<file path="config.mk">
export PLATFORM = sky130hd
export DESIGN_NAME = pwm_duty_meter
export DESIGN_NICKNAME = d
export VERILOG_FILES = /design/src/rtl/pwm_duty_meter.sv
export SDC_FILE = /design/constraint.sdc
export NUM_CORES = 1
export LEC_CHECK = 0
export ABC_AREA = 1
export CAP_MARGIN = 5
export CORE_ASPECT_RATIO = 0.8
export CORE_UTILIZATION = 26
export DETAILED_ROUTE_END_ITERATION = 6
export HOLD_SLACK_MARGIN = 0.15
export PLACE_DENSITY_LB_ADDON = 0.3
export SYNTH_ARGS = -nofsm -noshare
export SYNTH_HDL_FRONTEND = slang
export SYNTH_SLANG_ARGS = --single-unit
</file>
<file path="constraint.sdc">
create_clock -name clock -period 3.2 [get_ports clock]
set_clock_uncertainty 0.05 [all_clocks]
set_input_delay 0.32 -clock clock [delete_from_list [all_inputs] [get_ports clock]]
set_output_delay 0.32 -clock clock [all_outputs]
set_load 0.02 [all_outputs]
</file>
<file path="src/rtl/pwm_duty_meter.sv">
// pwm_duty_meter: measures period and high time of a PWM line and
// reports a 16-step duty level. Optional macro: PWM_GLITCH_FILTER_EN.
module pwm_duty_meter #(
    parameter int CNT_W       = 16,
    parameter int TIMEOUT_CYC = 65535
) (
    input  logic             clock,
    input  logic             reset_n,
    input  logic             pwm_in,
    output logic [3:0]       duty_level,
    output logic [CNT_W-1:0] period_out,
    output logic [CNT_W-1:0] high_out,
    output logic             valid,
    output logic             overrun,
    output logic             timeout
);

    typedef enum logic [1:0] {
        IDLE,
        MEASURE,
        DIVIDE
    } state_t;

    localparam logic [CNT_W-1:0] TO_VAL = CNT_W'(TIMEOUT_CYC);
    localparam logic [CNT_W-1:0] ONE    = CNT_W'(1);

    state_t           state;
    state_t           state_nx;
    logic             sync1;
    logic             sync2;
    logic             s_cur;
    logic             s_prev;
    logic             rise;
    logic             sat;
    logic [CNT_W-1:0] period_cnt;
    logic [CNT_W-1:0] high_cnt;
    logic [CNT_W-1:0] cap_p;
    logic [CNT_W-1:0] cap_h;
    logic [CNT_W:0]   rem;
    logic [CNT_W:0]   rem_sh;
    logic [CNT_W:0]   rem_nx;
    logic [3:0]       quo;
    logic [3:0]       quo_nx;
    logic [1:0]       div_cnt;
    logic             armed;
    logic             do_capture;
    logic             do_timeout;
    logic             do_result;

    // Two-flop synchroniser plus the history flop used for edge detection
    always_ff @(posedge clock or negedge reset_n) begin
        if (!reset_n) begin
            sync1  <= 1'b0;
            sync2  <= 1'b0;
            s_prev <= 1'b0;
        end else begin
            sync1  <= pwm_in;
            sync2  <= sync1;
            s_prev <= s_cur;
        end
    end

`ifdef PWM_GLITCH_FILTER_EN
    logic hist1;
    logic hist2;
    logic f_hold;

    // Last two synchronised samples and the held filtered level
    always_ff @(posedge clock or negedge reset_n) begin
        if (!reset_n) begin
            hist1  <= 1'b0;
            hist2  <= 1'b0;
            f_hold <= 1'b0;
        end else begin
            hist1  <= sync2;
            hist2  <= hist1;
            f_hold <= s_cur;
        end
    end

    // Level follows the line only once three samples agree
    assign s_cur = (sync2 == hist1 && hist1 == hist2) ? sync2 : f_hold;
`else
    assign s_cur = sync2;
`endif

    assign rise = s_cur & ~s_prev;
    assign sat  = (period_cnt == TO_VAL);

    // Free-running period/high counters, restarted by every rising edge
    always_ff @(posedge clock or negedge reset_n) begin
        if (!reset_n) begin
            period_cnt <= '0;
            high_cnt   <= '0;
        end else if (rise) begin
            period_cnt <= ONE;
            high_cnt   <= ONE;
        end else if (!sat) begin
            period_cnt <= period_cnt + ONE;
            high_cnt   <= high_cnt + {{(CNT_W-1){1'b0}}, s_cur};
        end
    end

    // One restoring-division step: shift, trial subtract, quotient bit
    always_comb begin
        rem_sh = rem << 1;
        rem_nx = rem_sh;
        quo_nx = {quo[2:0], 1'b0};
        if (rem_sh >= {1'b0, cap_p}) begin
            rem_nx = rem_sh - {1'b0, cap_p};
            quo_nx = {quo[2:0], 1'b1};
        end
    end

    // Next-state logic and one-cycle action strobes
    always_comb begin
        state_nx   = state;
        do_capture = 1'b0;
        do_timeout = 1'b0;
        do_result  = 1'b0;
        unique case (state)
            IDLE: begin
                if (rise) begin
                    state_nx = MEASURE;
                end else if (sat && armed && !timeout) begin
                    do_timeout = 1'b1;
                end
            end
            MEASURE: begin
                if (rise) begin
                    do_capture = 1'b1;
                    state_nx   = DIVIDE;
                end else if (sat) begin
                    do_timeout = ~timeout;
                    state_nx   = IDLE;
                end
            end
            DIVIDE: begin
                if (div_cnt == 2'd3) begin
                    do_result = 1'b1;
                    state_nx  = MEASURE;
                end
            end
            default: state_nx = IDLE;
        endcase
    end

    // State register, capture of the finished period and divider datapath
    always_ff @(posedge clock or negedge reset_n) begin
        if (!reset_n) begin
            state   <= IDLE;
            cap_p   <= '0;
            cap_h   <= '0;
            rem     <= '0;
            quo     <= '0;
            div_cnt <= '0;
            armed   <= 1'b0;
        end else begin
            state <= state_nx;
            if (do_capture) begin
                cap_p   <= period_cnt;
                cap_h   <= high_cnt;
                rem     <= {1'b0, high_cnt};
                quo     <= '0;
                div_cnt <= '0;
            end else if (state == DIVIDE) begin
                rem     <= rem_nx;
                quo     <= quo_nx;
                div_cnt <= div_cnt + 2'd1;
            end
            if (do_result) begin
                armed <= 1'b1;
            end
        end
    end

    // Output registers: results, stuck-line report and status pulses
    always_ff @(posedge clock or negedge reset_n) begin
        if (!reset_n) begin
            duty_level <= '0;
            period_out <= '0;
            high_out   <= '0;
            valid      <= 1'b0;
            overrun    <= 1'b0;
            timeout    <= 1'b0;
        end else begin
            valid   <= do_result | do_timeout;
            overrun <= (state == DIVIDE) & rise;
            if (do_result) begin
                duty_level <= (cap_h == cap_p) ? 4'hF : quo_nx;
                period_out <= cap_p;
                high_out   <= cap_h;
                timeout    <= 1'b0;
            end else if (do_timeout) begin
                duty_level <= {4{s_cur}};
                period_out <= '0;
                high_out   <= '0;
                timeout    <= 1'b1;
            end
        end
    end

endmodule

</file>
==> results.py <==
metrics = {
    "critical_path": {
        "critPathRequiredTime_ns": 3.47,
        "arrival_ns": 2.67,
        "r2r_cells": 14,
        "r2r_start": "cap_p[2]$_DFFE_PN0P_",
        "cp-end-kind": "register",
        "path_class": "register to register",
        "crit_fanout": 16,
        "reg2reg_slack_ns": 0.79,
        "cp-start-kind": "register",
        "r2r_end": "rem[15]$_DFFE_PN0P_",
    },
    "floorplan": {
        "die_w_um": 187,
        "row_count": 53,
        "die_h_um": 150,
        "design.core.area_um2": 26700,
        "die-area_um2": 28200,
        "ioPinCount": 42,
        "start_util": 0.268,
    },
    "timing": {
        "hold_viol_final": 0,
        "maxSlewHeadroom": 0.628,
        "rsz0062_at_grt": "no",
        "clock.fmax_ghz": 0.416,
        "fin_tns_setup_ns": 0,
        "setup_viol": 0,
        "slew_violations": 0,
        "worstMarginPinSlew_ns": 0.559,
        "period_share": 0.752,
        "fin_crit_ns": 2.41,
    },
    "final_layout": {
        "nNetsFinal": 988,
        "fillers": 2876,
        "antenna_cells": 0,
        "areaGrowthSynthToFinish_pct": 19.5,
        "stdcell_count": 1331,
        "final_layout_size_suffix_gt1_frac": 0.0719,
    },
    "synth": {
        "syn_nets": 944,
        "yosysSeqAreaShare": 0.455,
        "ys_async_sr_fraction": 1.00,
        "synth_cells": 920,
        "syn_avg_cell_area_um2": 7.77,
        "synth-warning-count": 0,
        "synth_cell_types": 42,
        "synth-main-ff-cell": "dfrtp_1",
        "synth_edf_count": 0,
        "ys_ff_latch": 130,
        "syn_area_um2": 7150,
    },
    "global_route": {
        "grt_pass1_vias": 5911,
        "grt_pass1_wl_um": 34100,
        "met2_usage": 0.213,
        "grt_busiest_layer": "met1",
        "grt_antenna_before_repair": 1,
        "grt_overflow": 0,
        "use_met3": 0.0277,
        "grt_max_degree": 65,
        "grtUsageTotal": 0.158,
        "gr-usage-met1": 0.252,
    },
    "routing": {
        "wl_per_cell_um": 15.9,
        "drt_iter0_markers": 545,
        "drc_errors": 0,
        "vias_per_cell": 4.63,
        "vias": 6169,
        "dr.pass1.iters": 5,
        "wl_um": 21200,
        "detail-route-antenna-nets": 0,
    },
    "min_path": {
        "min_to": "sync1$_DFF_PN0_",
        "hold_depth": 1,
        "min_from": "pwm_in",
        "hold_path_class": "input pin to register",
    },
    "run": {
        "drv_cap": 0,
    },
    "pwr": {
        "max-vdd-ir-drop_v": 0.000413,
        "power_per_cell_area_nw_per_um2": 832,
        "p_leak_uw": 0.00409,
        "p_total_uw": 7100,
    },
    "run_status": {
        "status": "finished clean",
    },
    "cts": {
        "clkTransAtPathRegs_ns": 0.06,
        "clockBufferDepth": 2,
        "numCtsBuffers": 17,
        "cts_tree": "yes",
        "clock_sinks": 130,
        "htree_num_levels": 4,
        "post_cts_resized": 0,
        "root_buffer": "clkbuf_16",
        "clock_latency_ns": 0.42,
    },
    "placement": {
        "port_buffers": 41,
        "gp_congestion": 0.949,
        "hpwl_um": 15800,
        "dp.cells": 1301,
    },
}
[worst max path at each step]
stage / startpoint / to / slack [ns] / cells past startpoint
2_1_floorplan: cap_p[1]$_DFFE_PN0P_ / rem[3]$_DFFE_PN0P_ / 1.21 / 12
3_3_place_gp: period_cnt[0]$_DFFE_PN0P_ / period_out[12]$_DFFE_PN0P_ / 0.83 / 10
3_5_place_dp: cap_p[2]$_DFFE_PN0P_ / rem[15]$_DFFE_PN0P_ / 0.80 / 14
4_1_cts: cap_p[2]$_DFFE_PN0P_ / rem[15]$_DFFE_PN0P_ / 0.79 / 14
5_1_grt: cap_p[2]$_DFFE_PN0P_ / rem[15]$_DFFE_PN0P_ / 0.56 / 14
6_report: cap_p[2]$_DFFE_PN0P_ / rem[15]$_DFFE_PN0P_ / 0.79 / 14
[cell usage after synthesis, types with 3 or more instances]
library cell	number	share of area
o21ai_2	3	0.0037
nor2_4	4	0.0063
buf_2	7	0.0049
inv_1	136	0.071
o21ai_1	20	0.014
a21oi_1	16	0.011
o21ai_0	77	0.054
buf_6	5	0.0079
ha_1	20	0.035
nand4_1	16	0.014
o31ai_1	3	0.0032
inv_2	6	0.0032
clkbuf_1	10	0.0053
nor2_2	3	0.0026
nand3b_1	3	0.0032
a31oi_1	5	0.0044
nand3_1	74	0.052
xor2_1	28	0.034
nor3_1	15	0.011
xnor2_1	4	0.0049
dfrtp_1	130	0.46
nand2_2	3	0.0026
nor2_1	51	0.027
nand2_1	255	0.13
[logic make-up (layout without fill, tap and decap cells)]
family	after synthesis	in the layout	share of synthesized area
DFF	130	130	0.455
adders and majority gates	21	21	0.0378
xor gates and xnor gates	32	32	0.0392
buffers and inverters	169	223	0.0970
AOI/OAI and AO/OA	129	129	0.0954
and+or+nand+nor	439	439	0.275
[repair_timing]
| action | CTS | global route |
|---|---|---|
| hold buffers | 1 | 0 |
| setup buffers | 0 | 0 |
| hold endpoints to repair | 53 | 0 |
[placed cells by master (no fill, tap or decap), types with 17 or more instances in the layout]
| cell type | instances |
|---|---|
| nand2_1 | 255 |
| inv_1 | 136 |
| dfrtp_1 | 130 |
| o21ai_0 | 77 |
| nand3_1 | 74 |
| nor2_1 | 50 |
| clkdlybuf4s50_1 | 40 |
| xor2_1 | 28 |
| o21ai_1 | 20 |
| ha_1 | 20 |
| clkbuf_16 | 17 |
[area by class of cell]
type	count	area [µm²]	area share
clock buffers	18	439	0.0514
clock inverters	11	140	0.0164
inverters	144	546	0.0639
multi-input cells	621	3210	0.376
flip-flops and latches	130	3250	0.381
well taps	357	447	0.0523
repair buffers	50	507	0.0593
[through the flow]
step                      utilization  setup WS [ns]  instance area, µm²  hold slack, ns
final                           0.320          0.794                8540           0.290
after global routing            0.320          0.559                8540           0.294
after CTS                       0.320          0.793                8540           0.287
after detailed placement        0.298          0.798                7950           0.275
after global placement          0.298          0.832                7950           0.274
after floorplan                     -           1.21                7150         -0.0256
[critical path, cell delays in order (launching register included)]
cell     delay, ns
dfrtp_1       0.38
inv_1         0.16
ha_1          0.35
nand2_1       0.11
nand2_1       0.08
nand2_1       0.06
nand2_1       0.07
nand2_1       0.10
nand3_2       0.08
nand2_2       0.28
nand2_4       0.21
nand2_1       0.19
nand2_1       0.07
nand2_1       0.06
nand2_1       0.04
[layer usage]
layer,part of all wire,routed length (µm),vias to the layer above
met3,0.060,1270,20
met5,0,0,-
met2,0.39,8260,204
met1,0.54,11400,2928
met4,0.011,227,0
li1,-,-,3017
[sequential cells by signal, indices dropped and copies added (netlist names), 2 cells and up]
| signal | flops |
|---|---|
| duty_level | 4 |
| high_out | 16 |
| cap_p | 16 |
| high_cnt | 16 |
| div_cnt | 2 |
| period_cnt | 16 |
| period_out | 16 |
| quo | 3 |
| state | 2 |
| cap_h | 16 |
| rem | 16 |
[power breakdown]
group	internal (µW)	total [µW]	switching [µW]
clock network	1220	1940	715
registers	1920	2170	254
logic	1030	2990	1960
(Power assumes the default switching activity.)
